### src/rtl/uart_tx_frame_ctrl.sv
// uart_tx_frame_ctrl
//   Transmit-side frame controller for the UART TX path. One CLK cycle is one
//   UART bit period. A byte is accepted from the parallel handshake while idle.
//   The block then sequences the start bit, DATA_WIDTH data bits taken from the
//   serializer, an optional parity bit and the stop bit onto TX_OUT.
//
//   state   | meaning
//   --------+-----------------------------------------------------------
//   IDLE    | line high, waiting for DATA_VALID
//   START   | start bit (low); serializer shifts bit0 out for next cycle
//   DATA    | TX_OUT follows SER_DATA for DATA_WIDTH cycles
//   PARITY  | latched parity bit (only when par_en_q was set)
//   STOP    | stop bit (high), then back to IDLE
//
// Ports
//   CLK         in   TX bit clock, rising edge
//   RST         in   asynchronous reset, active low
//   P_DATA      in   parallel byte (also loaded by the serializer while !BUSY)
//   DATA_VALID  in   byte-available strobe, honoured only in IDLE
//   PAR_EN      in   1 = append parity bit (sampled at acceptance)
//   PAR_TYP     in   0 = even, 1 = odd (sampled at acceptance)
//   SER_DATA    in   registered data bit from the serializer, LSB first
//   SER_EN      out  serializer shift enable
//   BUSY        out  frame in progress; blocks serializer load
//   TX_OUT      out  UART line, idle high
module uart_tx_frame_ctrl #(
  parameter int DATA_WIDTH = 8
) (
  input  logic                  CLK,
  input  logic                  RST,
  input  logic [DATA_WIDTH-1:0] P_DATA,
  input  logic                  DATA_VALID,
  input  logic                  PAR_EN,
  input  logic                  PAR_TYP,
  input  logic                  SER_DATA,
  output logic                  SER_EN,
  output logic                  BUSY,
  output logic                  TX_OUT
);

  localparam int CNT_W = (DATA_WIDTH > 1) ? $clog2(DATA_WIDTH) : 1;
  localparam logic [CNT_W-1:0] LAST_BIT = CNT_W'(DATA_WIDTH - 1);

  localparam logic [2:0] ST_IDLE   = 3'd0;
  localparam logic [2:0] ST_START  = 3'd1;
  localparam logic [2:0] ST_DATA   = 3'd2;
  localparam logic [2:0] ST_PARITY = 3'd3;
  localparam logic [2:0] ST_STOP   = 3'd4;

  logic [2:0]       state;
  logic [CNT_W-1:0] bit_cnt;
  logic             par_bit;
  logic             par_en_q;

  always_ff @(posedge CLK or negedge RST) begin
    if (!RST) begin
      state    <= ST_IDLE;
      bit_cnt  <= '0;
      par_bit  <= 1'b0;
      par_en_q <= 1'b0;
    end else begin
      case (state)
        ST_IDLE: begin
          if (DATA_VALID) begin
            // Parity is computed from the byte at acceptance, so later changes
            // on P_DATA/PAR_TYP cannot disturb the frame in flight.
            par_en_q <= PAR_EN;
            par_bit  <= (^P_DATA) ^ PAR_TYP;
            state    <= ST_START;
          end
        end
        ST_START: begin
          bit_cnt <= '0;
          state   <= ST_DATA;
        end
        ST_DATA: begin
          // Hold on the last bit instead of wrapping back to zero.
          if (bit_cnt == LAST_BIT) begin
            state <= par_en_q ? ST_PARITY : ST_STOP;
          end else begin
            bit_cnt <= bit_cnt + CNT_W'(1);
          end
        end
        ST_PARITY: state <= ST_STOP;
        ST_STOP:   state <= ST_IDLE;
        default:   state <= ST_IDLE;
      endcase
    end
  end

  // Outputs depend only on registered state (SER_DATA is registered in the
  // serializer), so TX_OUT carries no combinational path from the handshake.
  always_comb begin
    BUSY   = (state != ST_IDLE);
    // START plus the first DATA_WIDTH-1 data cycles: DATA_WIDTH shifts per frame.
    SER_EN = (state == ST_START) || ((state == ST_DATA) && (bit_cnt != LAST_BIT));
    case (state)
      ST_START:  TX_OUT = 1'b0;
      ST_DATA:   TX_OUT = SER_DATA;
      ST_PARITY: TX_OUT = par_bit;
      default:   TX_OUT = 1'b1;
    endcase
  end

endmodule

### config.mk
export PLATFORM = sky130hd
export DESIGN_NAME = uart_tx_frame_ctrl
export DESIGN_NICKNAME = d
export VERILOG_FILES = /design/src/rtl/uart_tx_frame_ctrl.sv
export SDC_FILE = /design/constraint.sdc
export NUM_CORES = 1
export LEC_CHECK = 0
export CAP_MARGIN = 20
export CORE_AREA = 2 2 39 41
export DETAILED_ROUTE_END_ITERATION = 7
export DIE_AREA = 0 0 41 43
export GPL_TIMING_DRIVEN = 1
export HOLD_SLACK_MARGIN = 0.12
export PLACE_DENSITY = 0.68
export SLEW_MARGIN = 10
export SYNTH_ARGS = -nofsm -noshare
export SYNTH_HDL_FRONTEND = slang
export SYNTH_SLANG_ARGS = --single-unit
### constraint.sdc
create_clock -name CLK -period 5.1 [get_ports CLK]
set_input_delay 1.53 -clock CLK [delete_from_list [all_inputs] [get_ports CLK]]
set_output_delay 1.53 -clock CLK [all_outputs]
set_load 0.005 [all_outputs]
**Word-level counts from Yosys, hierarchy flattened**

Index checks and enable logic that the tools add are counted.

- Register bits after elaboration: 8
- Latch bits: 0
- Memory bits (writable): 0
- ROM bits: 0
- Bits of input ports: 14
- Output and inout bits: 3
- Memories kept: 0

- Add/sub/neg operators: 1
- Multipliers: 0
- Divide/modulo/power cells: 0
- Magnitude comparators: 0
- Eq/ne operators: 8
- Shifts and indexed selects: 0
- Mux-type cells: 7
- Bitwise gates (word level): 1
- Reductions and logical operators: 9

Operators by type and width:

| kind | number |
|---|---|
| $mux 3 | 4 |
| $pmux 3 s4 | 1 |
| $reduce_xor 8->1 | 1 |
| $eq 3x2->1 const B | 2 |
| $ne 2x2->1 const B | 3 |
| $pmux 3 s2 | 1 |
| $reduce_and 2->1 | 3 |
| $add 3x1->3 const B | 1 |
| $eq 3x1->1 const B | 1 |
| $eq 3x3->1 const B | 1 |
| $logic_not 3->1 | 1 |
| $ne 3x3->1 const B | 1 |
| $pmux 1 s3 | 1 |
| $reduce_bool 3->1 | 1 |
| $reduce_bool 2->1 | 1 |
| $logic_and 1x1->1 | 1 |
| $logic_or 1x1->1 | 1 |
| $xor 1x1->1 | 1 |

**Depth between registers and ports, before layout**

- Depth after elaboration: 3
- Mapped depth: 6
- Depth with buffers taken out: 6

**Worst setup path after synthesis**

No wires, ideal clock.

- Path kind: input to output
- Start point: input port SER_DATA
- End point: output port TX_OUT
- Arrival: 1.909 ns
- Required time: 3.570 ns
- Slack: 1.661 ns
- Stages: 3
- Cell sequence: nor3_1 -> a21oi_1 -> or2_1

- Cells in the longest elaborated chain, start to end: 1

RTL lines:

| what | line | source |
|---|---|---|
| from (decl) | 35 | `input logic SER_DATA,` |
| $pmux 1 s3 | 97 | `case (state)` |
| to (decl) | 38 | `output logic TX_OUT` |

No other way between the ends.

**Worst setup path after layout**

Same ends and word-level chain as after synthesis.

==> results.md <==
* Post-synth EDFFs at 0
* Reg2reg start: bit_cnt[0]
* Vias per cell at 5.15
* Row count at 14
* Syn_nets at 69
* Pre-antenna DRT Iters at 2
* Vias in the first global route at 471
* Final Setup Violations at 0
* Pwr dens at 457 mW/mm2
* Worst min path class: register to register
* CTS-repair resized insts at 0
* Tcrit/Tclk final at 84.0%
* F_max at 233 MHz
* MaxCap Viol Count at 0
* Internal reg-to-reg setup slack at 3650 ps
* Fin crit period at 4290 ps
* Status: finished, final reports clean
* WL per Instance at 11.5 um
* Final Instance Area at 702 um2
* First-pass GRT wire length at 1730 um
* CTS tree: built
* Antenna violations before repair at 0
* Cell count after synthesis at 53
* Least-Margin Pin Slew at 353 ps
* Area growth from synthesis to layout at 39.6%
* Pwr Total at 0.000321 W
* Setup CP Type: input port to output port
* Ys flop type: dfrtp_1
* Tot GR Track Use at 15.3%
* Cell area after synthesis at 503 um2
* Post-DP Area at 679 um2
* HPWL after DPL at 723 um
* Ys async rst share at 100%
* Buffer depth of the longest clock path at 2
* Port bufs at 16
* Antenna cell count at 0
* # DRC at 0
* Fin util at 50.7%
* Total clock sinks at 8
* H-tree level count at 1
* CP Launch Point: SER_DATA
* Slew Limit Headroom at 76.4%
* Sequential share of the synthesized area at 39.8%
* Post-route setup TNS at 0 ps
* Post-CTS Hold Buffers at 0
* Leak Pwr at 0.316 nW
* Critical path arrival at 2760 ps
* Gpl congestion at 0.795
* Layout cells sized above 1 at 9.86%
* Die span in x at 41 um
* Critical path required time at 3570 ps
* Fin Clk Skew at 3.88 ps
* Ys Warns at 0
* Most common cell after layout, fill and taps aside: clkdlybuf4s50_1
* Pin count of the biggest net entering global routing at 12
* Max Slew Vio Count at 0
* Routed WL at 1000 um
* Clock latency on the worst-skew pair at 250 ps
* Hold Startpoint: par_bit
* Endpoint class of the critical path: output port
* Clk root buf: clkbuf_4
* Post-route ant nets at 0
* Num CTS Buffers at 3
* Placed cells at 84
* Die area at 0.00176 mm2
* Peak VDD IR at 215 uV
* Startpoint Class: input port
* Layout Cells excl Fill at 87
* Final #Nets at 89
* Worst-path fanout max at 1
* Seq cells post-synth at 8
* Unrepaired setup endpoints after global routing: no
* Netlist cell types at 22
* Initial core utilization at 36.3%
* Die height at 43 um
* IO Pins at 17
* Syn_area_per_cell at 9.49 um2
* Setup Fix Bufs, Post-CTS at 0
* Most frequent cells in the layout: 16 x clkdlybuf4s50_1, 8 x dfrtp_1, 7 x nand2_1
* Grt total ovfl at 0
* Final hold viol count at 0
* Clock transition at path regs at 50 ps
* Starting DRT DRC Count at 1
* Via Count at 448
* Core Area at 0.00138 mm2
[registers in the layout, summed over array words and instances (netlist names)]
signal / cells
par_en_q: 1
par_bit: 1
bit_cnt: 3
state: 3
[final timing paths]
| kind | end | cells after the start |
|---|---|---|
| worst max-delay path | TX_OUT | 5 |
| worst min-delay path | par_bit | 1 |
| worst max register to register | bit_cnt[1] | 6 |
| worst min register to register | par_bit | 1 |
| max in group asynchronous | state[2] | 1 |
| min in group asynchronous | bit_cnt[0] | 1 |
[Yosys cell counts (2+ instances only)]
cell	instances	area share [%]
ha_1	2	5.0
o21ai_1	3	3.0
nor2_1	2	1.5
a21oi_1	6	6.0
a22oi_1	2	3.0
nand2_1	7	5.2
dfrtp_1	8	40
xnor2_2	2	6.5
nor3_1	4	4.0
nand2b_1	2	2.5
inv_1	2	1.5
xnor2_1	3	5.2
[critical path: stages]
cell and delay (ps):
clkdlybuf4s50_1 390, nor3_1 130, a21oi_1 50, or2_1 210, clkdlybuf4s50_1 440
[per-layer routing]
layer / vias to the layer above / share of wire [%] / GRT usage (%)
met5: - / 0 / 0
met4: 0 / 2.3 / 14.7
met3: 3 / 3.7 / 5.24
met2: 11 / 49 / 23.1
met1: 214 / 45 / 14.8
li1: 220 / - / -
[metrics by stage]
stage               hold WS (ps)  setup WS, ps
floorplan                    476          1660
global placement             499           817
detailed placement           499           803
CTS                          511           803
global route                 524           708
finish                       508           815
[cells by family (layout without fill, tap and decap cells)]
| kind of cell | count (synthesis) | count (layout) | share of synthesized area [%] |
|---|---|---|---|
| and+or+nand+nor | 18 | 18 | 16.9 |
| AOI/OAI and AO/OA | 12 | 12 | 12.9 |
| DFF | 8 | 8 | 39.8 |
| xor gates and xnor gates | 7 | 7 | 17.9 |
| buffers and inverters | 4 | 22 | 2.98 |
| adders and majority gates | 2 | 2 | 4.97 |
| muxes | 2 | 2 | 4.48 |
[area by class of cell]
class                      instances  area, um2
timing repair buffer              16        160
sequential                         8        200
fill                             141        682
clock buffer                       3       22.5
multi-input combinational         41        288
inverter                           3       11.3
tap                               16       20.0
[report_power, final]
part / switching [W] / internal [W]
clock: 0.0000211 / 0.0000269
sequential: 0.0000306 / 0.0000893
combinational: 0.0000653 / 0.0000878
(Power assumes the default switching activity.)
